[src/rtl/uart_tx_fifo.sv]
// Byte-wide write FIFO feeding an 8N1 UART transmitter, LSB first.
// Everything runs on clk; rsth is a synchronous active-high flush/reset.
module uart_tx_fifo #(
   parameter int CLK_FREQ = 50000000,
   parameter int BAUD     = 115200,
   parameter int AW       = 4
) (
   input  logic          clk,
   input  logic          rsth,
   input  logic          wr_en,
   input  logic [7:0]    wr_data,
   output logic          full,
   output logic [AW:0]   fifo_cnt,
   output logic          busy,
   output logic          ovf,
   output logic          uart_tx
);

   localparam int DIV   = (CLK_FREQ + BAUD / 2) / BAUD;
   localparam int CW    = $clog2(DIV);
   localparam int DEPTH = 1 << AW;
   localparam logic [CW-1:0] DIV_M1 = CW'(DIV - 1);

   typedef enum logic [1:0] {IDLE, START, DATA, STOP} state_t;

   logic [7:0]    mem_q [DEPTH];
   logic [AW-1:0] wr_ptr_q, wr_ptr_d, rd_ptr_q, rd_ptr_d;
   logic [AW:0]   cnt_q, cnt_d;
   logic          ovf_q, ovf_d;
   state_t        state_q, state_d;
   logic [CW-1:0] baud_q, baud_d;
   logic [2:0]    bit_q, bit_d;
   logic [7:0]    shift_q, shift_d;
   logic          tx_q, tx_d;
   logic          wr_acc, pop, tick;

   // A write is judged against the registered count, so a same-cycle pop cannot rescue it.
   assign full   = (cnt_q == (AW+1)'(DEPTH));
   assign wr_acc = wr_en & ~full;
   assign pop    = (state_q == IDLE) && (cnt_q != '0);
   assign tick   = (baud_q == DIV_M1);

   always_comb begin
      wr_ptr_d = wr_ptr_q + AW'(wr_acc);
      rd_ptr_d = rd_ptr_q + AW'(pop);
      cnt_d    = cnt_q + (AW+1)'(wr_acc) - (AW+1)'(pop);
      ovf_d    = ovf_q | (wr_en & full);
   end

   always_comb begin
      state_d = state_q;
      baud_d  = tick ? '0 : baud_q + CW'(1);
      bit_d   = bit_q;
      shift_d = shift_q;
      tx_d    = tx_q;
      case (state_q)
         IDLE: begin
            tx_d   = 1'b1;
            baud_d = '0;
            if (pop) begin
               shift_d = mem_q[rd_ptr_q];
               state_d = START;
               tx_d    = 1'b0;
            end
         end
         START: if (tick) begin
            state_d = DATA;
            bit_d   = 3'd0;
            tx_d    = shift_q[0];
         end
         DATA: if (tick) begin
            if (bit_q == 3'd7) begin
               state_d = STOP;
               tx_d    = 1'b1;
            end else begin
               shift_d = shift_q >> 1;
               bit_d   = bit_q + 3'd1;
               tx_d    = shift_q[1];
            end
         end
         STOP: if (tick) begin
            state_d = IDLE;
            tx_d    = 1'b1;
         end
         default: begin
            state_d = IDLE;
            tx_d    = 1'b1;
         end
      endcase
   end

   always_ff @(posedge clk) begin
      if (rsth) begin
         wr_ptr_q <= '0;
         rd_ptr_q <= '0;
         cnt_q    <= '0;
         ovf_q    <= 1'b0;
         state_q  <= IDLE;
         baud_q   <= '0;
         bit_q    <= '0;
         shift_q  <= '0;
         tx_q     <= 1'b1;
      end else begin
         wr_ptr_q <= wr_ptr_d;
         rd_ptr_q <= rd_ptr_d;
         cnt_q    <= cnt_d;
         ovf_q    <= ovf_d;
         state_q  <= state_d;
         baud_q   <= baud_d;
         bit_q    <= bit_d;
         shift_q  <= shift_d;
         tx_q     <= tx_d;
      end
   end

   // Storage needs no reset: the pointers alone define what is valid.
   always_ff @(posedge clk) begin
      if (wr_acc) mem_q[wr_ptr_q] <= wr_data;
   end

   assign fifo_cnt = cnt_q;
   assign ovf      = ovf_q;
   assign uart_tx  = tx_q;
   assign busy     = (state_q != IDLE) || (cnt_q != '0);

endmodule
[config.mk]
export PLATFORM = sky130hd
export DESIGN_NAME = uart_tx_fifo
export DESIGN_NICKNAME = d
export VERILOG_FILES = /design/src/rtl/uart_tx_fifo.sv
export SDC_FILE = /design/constraint.sdc
export NUM_CORES = 1
export LEC_CHECK = 0
export CAP_MARGIN = 10
export CORE_ASPECT_RATIO = 0.5
export CORE_MARGIN = 5
export CORE_UTILIZATION = 50
export CTS_CLUSTER_SIZE = 20
export DETAILED_ROUTE_END_ITERATION = 10
export GPL_TIMING_DRIVEN = 0
export MAX_ROUTING_LAYER = met4
export PLACE_DENSITY = 0.67
export SLEW_MARGIN = 20
export SYNTH_ARGS = -nofsm -noshare
export SYNTH_HDL_FRONTEND = slang
export SYNTH_SLANG_ARGS = --single-unit
[constraint.sdc]
create_clock -name clk -period 5.8 [get_ports clk]
set_input_delay 1.16 -clock clk [delete_from_list [all_inputs] [get_ports clk]]
set_output_delay 1.16 -clock clk [all_outputs]
set_load 0.1 [all_outputs]
# Word-level counts from Yosys, hierarchy flattened
# Memory sizes are Yosys's and may differ from the RTL's. A register that Yosys moved wholly into a read port is not among the register bits.
# Index checks and enable logic that the tools add are counted.
# totals
regBits	37
mem_bits_rw	128
mem_count	1
out_inout_bits	9
# mem_list
name	words	width	rd	rd_clocked_by_memory_dff	write_ports	line_no	text
mem_q	16	8	1	1	1	26	logic [7:0] mem_q [DEPTH];
# op_classes
n_reduce_logical	12
eq_ne	12
addsub	6
muxes	23
bitwise_logic	4
# ops
cell	count
$mux W8	3
$pmux W8 S2	1
$ne A2 B2 Y1 const B	6
$mux W2	5
$add A9 B1 Y9 const B	1
$eq A9 B9 Y1 const B	1
$mux W3	3
$add A4 B1 Y4	2
$pmux W2 S4	1
$reduce_and A4 Y1	2
$mux W1	7
$pmux W3 S2	1
$reduce_bool A2 Y1	3
$add A5 B1 Y5	1
$eq A5 B5 Y1 const B	1
$reduce_and A5 Y1	1
$reduce_bool A5 Y1	1
$sub A5 B1 Y5	1
$eq A2 B2 Y1 const B	2
$mux W4	1
$pmux W1 S4	1
$add A3 B1 Y3 const B	1
$eq A3 B3 Y1 const B	1
$reduce_and A3 Y1	1
other kinds (8)	9

# Longest topological paths before layout
# Gate-level depths: netlist of run 1.
# depth
word_depth	5
mapped_depth	13
depth_no_buf	13

# Worst setup path after synthesis of run 1
# No wires, ideal clock.
# synth_path
kind	reg-to-reg
start	register cnt_q[4], in the netlist fifo_cnt[4]
end	register cnt_q[4], in the netlist fifo_cnt[4]
slack_ns	0.051
arrival_time_ns	5.679
n_path_buf	0
path_stages_with_launch	12
setup_time_ns	0.070
path_cell_list	dfxtp_1 -> nor4bb_1 -> nand2b_1 -> xnor2_1 -> ha_1 -> inv_1 -> fa_1 -> inv_1 -> a21oi_1 -> nor2_1 -> or3_1 -> a21oi_1
# synth_between
elab_chain_len	5
# synth_rtl
element	line_no	text
from (decl)	28	logic [AW:0] cnt_q, cnt_d;
from (signal assigned)	106	cnt_q <= cnt_d;
$eq A5 B5 Y1	38	assign full = (cnt_q == (AW+1)'(DEPTH));
via full	12	output logic full,
$not A1 Y1	39	assign wr_acc = wr_en & ~full;
$and A1 B1 Y1	39	
$add A5 B1 Y5	46	cnt_d = cnt_q + (AW+1)'(wr_acc) - (AW+1)'(pop);
$sub A5 B1 Y5	46	
# The timed path passes the listed nets, and every way through them passes these cells.
# A chain may end at the register's enable or synchronous reset.

# Worst setup path after layout of run 1
# layout_path
start	register cnt_q[2], in the netlist fifo_cnt[2]
end	output port busy
# layout_between
elab_chain_len	2
# layout_rtl
element	line_no	text
$reduce_bool A5 Y1	124	assign busy = (state_q != IDLE) || (cnt_q != '0);
$logic_or A1 B1 Y1	124	
to (decl)	14	output logic busy,
# No other way between the ends.

==> results of run 1 <==
registers in the layout, indices dropped and copies added, names as in the netlist:
name,flops
mem_q,128
baud_q,9
shift_q,8
fifo_cnt,5
rd_ptr_q,4
wr_ptr_q,4
bit_q,3
state_q,2
ovf,1
uart_tx,1
through the flow:
stage,util (%),area (um2),setup slack (ns)
after floorplan,-,6790,0.0510
after global routing,58.4,7840,1.86
after CTS,58.3,7830,1.98
final,58.4,7840,2.03
after detailed placement,53.9,7250,2.23
after global placement,53.6,7200,2.00
path summary, 6_finish.rpt:
kind / from / endpoint / slack [ns] / depth (start not counted)
setup reg to reg: fifo_cnt[2] / mem_q[8][2] / 3.14 / 6
hold reg to reg: ovf / ovf / 0.47 / 2
hold / removal: ovf / ovf / 0.47 / 2
setup / recovery: fifo_cnt[2] / busy / 2.03 / 5
layout by cell type (no fill, tap or decap), types with 5 or more instances in the layout:
master           count
clkbuf_1             8
nor2b_1              8
edfxtp_1           128
nand3b_1             6
ha_1                16
xor2_1               7
xnor2_1              9
nand3_1             10
o21ai_0              6
clkbuf_16           17
mux2_2               6
a2111oi_0            5
nand2_1             10
nor3_1               5
inv_1               20
dfxtp_1             37
buf_2                7
mux4_2              28
nor2_1              50
inv_8                5
a21oi_1             11
clkdlybuf4s50_1     19
mux2i_1              9
nand2b_1             7
final cells by class:
class,count,area (um2),area share (%)
Tap cell,176,220,2.81
Sequential cell,165,4580,58.5
Inverter,20,75.1,0.957
Clock inverter,15,163,2.07
Clock buffer,17,425,5.43
Buffer,20,106,1.36
Timing Repair Buffer,22,213,2.71
Multi-Input combinational cell,238,2050,26.2
worst register-to-register path, cell delays in order (launching register included):
cell and delay, ns:
dfxtp_1 0.36, inv_1 0.08, ha_1 0.20, nor4bb_1 0.14, nand2b_1 0.25, or3_1 0.44, nor2_1 0.80
metal layers:
layer  up-vias  global-route usage, %  routed length [um]
met4         0                   6.73                 240
met1      1956                   26.4                6360
li1       1773                      -                   -
met3        24                   4.28                1020
met5         -                      -                   0
met2       138                   27.8                6250
cells by family after synthesis:
| group | Yosys count | share of synthesized area [%] |
|---|---|---|
| flops | 165 | 67.5 |
| mux | 43 | 11.6 |
| buf+inv | 40 | 2.67 |
| simple gates | 116 | 8.33 |
| fa+ha+maj | 17 | 3.24 |
| xor+xnor | 16 | 2.06 |
| compound gates | 46 | 4.60 |
report_power, final:
part           switching, uW  internal, uW  leakage [uW]
registers               50.0          1350       0.00146
logic                    618           406      0.000878
clock network            507           612      0.000284
==> flow_summary.json, run 1 <==
{
  "stdcell_count": 673,
  "path_class": "reg -> out",
  "viasPerCell": 5.78,
  "htreeDepth": 4,
  "cts_setup_buffers": 0,
  "crit_chain": "inv_1 > ha_1 > nor4b_1 > nand2_1 > clkdlybuf4s50_1",
  "netlist_instances": 443,
  "synth_edf_count": 128,
  "hpwlAfterDp_mm": 9.15,
  "cts_buffers": 17,
  "clkSlewWorstSetupHoldPaths_ns": 0.07,
  "antenna_found_initial": 0,
  "async_flop_share_pct": 0,
  "drv_slew": 0,
  "power.total_uw": 3550,
  "coreArea_um2": 13400,
  "totalWireLength_mm": 13.9,
  "dr.pass1.iters": 4,
  "cts-hold-fix-buffers": 0,
  "finalHoldViolations": 0,
  "ys_warn_count": 0,
  "max_freq_ghz": 0.265,
  "num_vias": 3891,
  "path_buf_inv": 2,
  "place_congestion": 0.795,
  "synthFlopType": "edfxtp_1",
  "diodes": 0,
  "cp_top_family": "buffers and inverters",
  "rows": 30,
  "area_growth_pct": 15.4,
  "syn_nets": 471,
  "die_h_um": 92.4,
  "final_nets": 512,
  "ir_drop_v": 0.000236,
  "cts_tree": "built",
  "end_kind": "primary output",
  "root_buffer": "clkbuf_16",
  "drive_gt1_share_pct": 17.5,
  "cp_max_fo": 6,
  "ys_top_cells_by_area": "edfxtp_1 (57%), dfxtp_1 (11%), mux4_2 (9.3%)",
  "clock-sinks": 165,
  "ant_nets": 0,
  "timing.hold.ws_ns": 0.470,
  "grtUsageTotal_pct": 19.0,
  "drc": 0,
  "drtIter0Drc": 370,
  "cts_max_path_buffers": 2,
  "synth.most_common_cell": "edfxtp_1",
  "synthTopCellsByCount": "edfxtp_1 (128), nor2_1 (53), dfxtp_1 (37)",
  "crit_path_max_incr_delay_ns": 1.02,
  "maxCapViolations": 0,
  "ys_types": 45,
  "clock_skew_ns": 0.0115,
  "fin_crit_sh_pct": 65.0,
  "ctsResizeCount": 0,
  "initial_core_util_pct": 50.5,
  "die_area_um2": 16200,
  "grt_max_degree": 18,
  "die_w_um": 175,
  "grt_pass1_vias": 3804,
  "max-slew-margin-rel_pct": 23.4,
  "fill_cells": 1020,
  "overflow": 0,
  "tns_ns": 0,
  "insertion_delay_ns": 0.43,
  "rsz0062_at_grt": "no",
  "finalSetupViolations": 0,
  "synth_top_cell_by_area": "edfxtp_1",
  "powerDensity_nw_per_um2": 452,
  "worstMarginPinSlew_ns": 1.14,
  "yosysTopAreaCellShare_pct": 56.6,
  "dp_cells": 641,
  "ios": 20,
  "cp.required_ns": 4.64,
  "syn_area_um2": 6790,
  "arrival_ns": 2.61,
  "p_leak_uw": 0.00262,
  "startpoint_type": "flop",
  "status": "completed",
  "ys_ff_latch": 165,
  "grt_pass1_wl_mm": 22.0,
  "min_path_type": "reg -> reg",
  "wl_per_cell_um": 20.6,
  "avgSynthCellArea_um2": 15.3,
  "crit_slowest_cell": "clkdlybuf4s50_1",
  "ys_seq_area_share_pct": 67.5,
  "fin_crit_ns": 3.77,
  "portBuffers": 19
}
Power figures use the tool's default switching activity.
==> inputs of run 2 (changes only) <==
--- a/config.mk
+++ b/config.mk
@@ -13,7 +13,7 @@
 export DETAILED_ROUTE_END_ITERATION = 10
 export GPL_TIMING_DRIVEN = 0
 export MAX_ROUTING_LAYER = met4
-export PLACE_DENSITY = 0.67
+export PLACE_DENSITY = 0.69
 export SLEW_MARGIN = 20
 export SYNTH_ARGS = -nofsm -noshare
 export SYNTH_HDL_FRONTEND = slang
==> constraint.sdc (replaced) <==
create_clock -name clk -period 3.29 [get_ports clk]
set_input_delay 0.658 -clock clk [delete_from_list [all_inputs] [get_ports clk]]
set_output_delay 0.658 -clock clk [all_outputs]
set_load 0.1 [all_outputs]
==> run 2 against run 1 <==
  * Worst hold slack got worse by 0.00096 ns
  * Core utilization increased by 0.10 points
  * Global-route usage decreased by 1.4 points
  * Combinational power increased by 80%
  * Clock skew increased by 0.0093 ns
  * Sequential share of layout area increased by 0.073 points
  * Register-to-register slack got worse by 2.5 ns
  * Critical path depth decreased by 1
  * Non-clock buffer count decreased by 3
  * Flip-flop and latch count unchanged
  * Power increased by 76%
  * Wire length decreased by 5.7%
  * Highest routed layer unchanged
==> flow_summary.json, run 2 (synthesized netlist as in run 1, its figures left out) <==
{
  "overflow": 0,
  "path_class": "reg -> out",
  "crit_path_max_incr_delay_ns": 0.80,
  "max-slew-margin-rel_pct": 34.4,
  "grtUsageTotal_pct": 17.6,
  "fin_crit_ns": 2.80,
  "crit_slowest_cell": "dlymetal6s2s_1",
  "drv_slew": 0,
  "maxCapViolations": 0,
  "totalWireLength_mm": 13.1,
  "cts_max_path_buffers": 2,
  "finalHoldViolations": 0,
  "drive_gt1_share_pct": 18.8,
  "root_buffer": "clkbuf_16",
  "place_congestion": 0.814,
  "fin_util_pct": 58.5,
  "ios": 20,
  "final_nets": 509,
  "htreeDepth": 4,
  "grt_max_degree": 19,
  "grt_pass1_vias": 3747,
  "top_regs": "mem_q (128), baud_q (9), shift_q (8)",
  "cts_setup_buffers": 0,
  "wl_per_cell_um": 19.5,
  "viasPerCell": 5.62,
  "clock_skew_ns": 0.0208,
  "ant_nets": 0,
  "initial_core_util_pct": 50.5,
  "rrSetupSlack_ns": 0.61,
  "cts_buffers": 17,
  "rsz0062_at_grt": "no",
  "tns_ns": 0,
  "clkSlewWorstSetupHoldPaths_ns": 0.07,
  "most-common-layout-cells": "edfxtp_1 (128), nor2_1 (53), dfxtp_1 (32)",
  "clock-sinks": 165,
  "diodes": 0,
  "grt_pass1_wl_mm": 20.8,
  "finalSetupViolations": 0,
  "crit_chain": "inv_2 > ha_2 > nor4bb_4 > dlymetal6s2s_1",
  "min_path_type": "reg -> reg",
  "rows": 30,
  "powerDensity_nw_per_um2": 794,
  "area_growth_pct": 15.6,
  "largest_register_ffs": 128,
  "end_kind": "primary output",
  "cts_tree": "built",
  "startpoint_type": "flop",
  "num_vias": 3767,
  "die_h_um": 92.4,
  "status": "completed",
  "cp.required_ns": 2.63,
  "max_freq_ghz": 0.357,
  "worstMarginPinSlew_ns": 0.980,
  "fin_crit_sh_pct": 85.1,
  "insertion_delay_ns": 0.43,
  "timing.hold.ws_ns": 0.469,
  "hpwlAfterDp_mm": 8.85,
  "portBuffers": 19,
  "p_leak_uw": 0.00263,
  "layout_commonest_cell": "edfxtp_1",
  "drc": 0,
  "die_area_um2": 16200,
  "arrival_ns": 2.14,
  "coreArea_um2": 13400,
  "dr.pass1.iters": 5,
  "antenna_found_initial": 0,
  "ir_drop_v": 0.000480,
  "die_w_um": 175,
  "regMostFlops": "mem_q",
  "drtIter0Drc": 285,
  "cp_max_fo": 3,
  "power.total_uw": 6240
}
run 2: what timing repair did:
action                     in CTS  in global routing
hold buffers                    0                  0
gates resized for setup         0                  2
hold endpoints to repair        0                  0
setup endpoints to repair       0                  2
run 2: metal layers:
metal	GRT usage [%]	up-vias	wire [um]	share of wire, %
met4	6.92	0	138	1.1
li1	-	1761	-	-
met5	-	-	0	0
met1	24.4	1891	6080	46
met3	3.47	13	782	6.0
met2	26.0	102	6080	46
run 2: worst max-delay path: cells and delay by family, from the launching register on:
| family | cells | cell delay (ns) |
|---|---|---|
| flip-flops | 1 | 0.35 |
| AND/OR/NAND/NOR | 1 | 0.35 |
| adder cells (fa/ha/maj) | 1 | 0.16 |
| buffers and inverters | 2 | 0.85 |
run 2: stage by stage:
step | instance area (um2) | setup slack (ns) | instances
after CTS | 7850 | 0.0439 | 670
after global routing | 7860 | 0.321 | 670
final | 7860 | 0.491 | 670
after global placement | 7250 | 0.211 | 638
after floorplan | 6840 | -0.122 | 443
after detailed placement | 7270 | 0.495 | 638
run 2: layout make-up:
type                       instances  area [um2]
buffer                            20         106
fill                            1012        5580
multi-input combinational        238        2080
inverter                          20        75.1
clock inverter                    14         154
sequential                       165        4600
timing repair buffer              19         195
clock buffer                      18         429
tap                              176         220
run 2: power breakdown:
| group | switching [uW] | leakage (uW) | internal (uW) |
|---|---|---|---|
| Sequential | 89.3 | 0.00146 | 2400 |
| Clock | 894 | 0.000284 | 1020 |
| Combinational | 1110 | 0.000884 | 728 |
run 2: final timing paths:
check,startpoint,end,depth (start not counted)
worst max-delay path,fifo_cnt[3],full,4
worst min register to register,shift_q[7],shift_q[7],2
worst max register to register,rd_ptr_q[1],shift_q[2],7
worst min-delay path,shift_q[7],shift_q[7],2
==> inputs of run 3 (changes only) <==
--- a/config.mk
+++ b/config.mk
@@ -5,6 +5,7 @@
 export SDC_FILE = /design/constraint.sdc
 export NUM_CORES = 1
 export LEC_CHECK = 0
+export ABC_CLOCK_PERIOD_IN_PS = 3290
 export CAP_MARGIN = 10
 export CORE_ASPECT_RATIO = 0.5
 export CORE_MARGIN = 5
==> constraint.sdc (replaced) <==
create_clock -name clk -period 3.29 [get_ports clk]
set_input_delay 0.658 -clock clk [delete_from_list [all_inputs] [get_ports clk]]
set_output_delay 0.658 -clock clk [all_outputs]
set_load 0.01 [all_outputs]
==> run 3 against run 2 <==
  * Core utilization fell by 0.22 points
  * Register-to-register slack got worse by 0.02 ns
  * Die area did not move
  * Maximum frequency fell by 0.56%
  * Clock-buffer cell count fell by 1
  * Critical path depth rose by 1
  * Clock power barely moved
  * Design area fell by 0.38%
  * Final cell count rose by 0.60%
  * Clock skew fell by 0.014 ns
  * Global-route usage rose by 1.0 points
  * Largest cell class unchanged
==> flow_summary.json, run 3 (synthesized netlist as in run 1, its figures left out) <==
{
  "ctsResizeCount": 0,
  "path_buf_inv": 2,
  "largest_register_ffs": 128,
  "fin_crit_ns": 2.82,
  "cts-hold-fix-buffers": 0,
  "r2r_cells": 13,
  "final_area_um2": 7830,
  "fin_ws_ns": 0.475,
  "worstMarginPinSlew_ns": 1.13,
  "wl_per_cell_um": 20.2,
  "r2r-end": "fifo_cnt[4]",
  "overflow": 0,
  "status": "completed",
  "cp.required_ns": 2.63,
  "cp_max_fo": 6,
  "dpl_worst_slack_ns": 0.298,
  "grt_max_degree": 17,
  "finalSetupViolations": 0,
  "rsz0062_at_grt": "no",
  "crit_cells": 5,
  "ant_nets": 0,
  "root_buffer": "clkbuf_16",
  "cts_setup_buffers": 0,
  "num_vias": 3840,
  "maxCapViolations": 0,
  "antenna_found_initial": 0,
  "drive_gt1_share_pct": 16.9,
  "area_growth_pct": 15.2,
  "drv_slew": 0,
  "layout_commonest_cell": "edfxtp_1",
  "hold_depth": 2,
  "hpwlAfterDp_mm": 8.98,
  "cp_top_family": "simple AND/OR/NAND/NOR gates",
  "reg2reg_from": "fifo_cnt[2]",
  "place_area_um2": 7250,
  "grtUsageTotal_pct": 18.6,
  "arrival_ns": 2.16,
  "powerDensity_nw_per_um2": 755,
  "cts_buffers": 17,
  "end_kind": "primary output",
  "drtIter0Drc": 392,
  "p_leak_uw": 0.00261,
  "min_path_type": "reg -> reg",
  "rows": 30,
  "crit_path_max_incr_delay_ns": 0.53,
  "die_h_um": 92.4,
  "cts_tree": "built",
  "die_area_um2": 16200,
  "dp_cells": 642,
  "path_class": "reg -> out",
  "timing.hold.ws_ns": 0.460,
  "diodes": 0,
  "crit_chain": "inv_1 > ha_1 > nor4b_1 > nand2_1 > clkdlybuf4s50_1",
  "max_freq_ghz": 0.355,
  "min_to": "shift_q[7]",
  "top_regs": "mem_q (128), baud_q (9), shift_q (8)",
  "clock-sinks": 165,
  "drc": 0,
  "die_w_um": 175,
  "totalWireLength_mm": 13.6,
  "hp-start": "shift_q[7]",
  "coreArea_um2": 13400,
  "ios": 20,
  "finalHoldViolations": 0,
  "viasPerCell": 5.70,
  "rrSetupSlack_ns": 0.59,
  "fin_crit_sh_pct": 85.6,
  "crit_slowest_cell": "clkdlybuf4s50_1",
  "portBuffers": 19,
  "clock_skew_ns": 0.00684,
  "startpoint_type": "flop",
  "ir_drop_v": 0.000378,
  "stdcell_count": 674,
  "max-slew-margin-rel_pct": 24.7,
  "insertion_delay_ns": 0.42,
  "clkSlewWorstSetupHoldPaths_ns": 0.07,
  "tns_ns": 0,
  "cts_max_path_buffers": 2,
  "place_congestion": 0.805,
  "htreeDepth": 4,
  "regMostFlops": "mem_q",
  "grt_pass1_vias": 3849,
  "initial_core_util_pct": 50.5,
  "grt_pass1_wl_mm": 21.9,
  "most-common-layout-cells": "edfxtp_1 (128), nor2_1 (52), dfxtp_1 (37)",
  "dr.pass1.iters": 5,
  "final_nets": 513
}
run 3: metal layers:
layer / GRT usage (%) / vias up / routed length [um]
met5: - / - / 0
met4: 5.09 / 0 / 261
met3: 6.28 / 25 / 930
met2: 27.2 / 110 / 6180
met1: 25.3 / 1934 / 6230
li1: - / 1771 / -
run 3: power by group:
group	total [uW]	switching [uW]	internal (uW)	leakage, uW
sequential	2470	82.2	2390	0.00146
combinational	1520	806	718	0.000883
clock	1920	860	1060	0.000270
total	5910	1750	4160	0.00261
run 3: area by class of cell:
class,instances,area (um2)
well taps,176,220
multi-input cells,238,2050
clock buffers,17,425
fillers,1032,5610
inverters,20,75.1
flip-flops and latches,165,4580
clock inverters,15,144
plain buffers,20,106
repair buffers,23,220
run 3: how the worst max path moves through the flow:
stage | from | to
after floorplan | fifo_cnt[3] | fifo_cnt[4]
after global placement | wr_en | mem_q[0][6]
after detailed placement | wr_en | mem_q[8][1]
after CTS | fifo_cnt[2] | busy
after global routing | fifo_cnt[2] | busy
final | fifo_cnt[2] | busy
run 3: worst register-to-register path, cell delays in order, from the launching register on:
cell and delay, ns:
dfxtp_1 0.36, inv_1 0.08, ha_1 0.20, nor4b_1 0.16, nor2_1 0.45, xnor2_1 0.16, ha_1 0.23, inv_1 0.07
fa_1 0.20, inv_1 0.05, a21oi_1 0.11, nor2_1 0.07, or3_1 0.34, a21oi_1 0.14
run 3: metrics by stage:
step / utilization [%] / total power, uW
floorplan: - / 3590
global placement: 53.6 / 3990
detailed placement: 54.0 / 4040
global route: 58.2 / 6220
CTS: 58.2 / 5950
finish: 58.2 / 5910
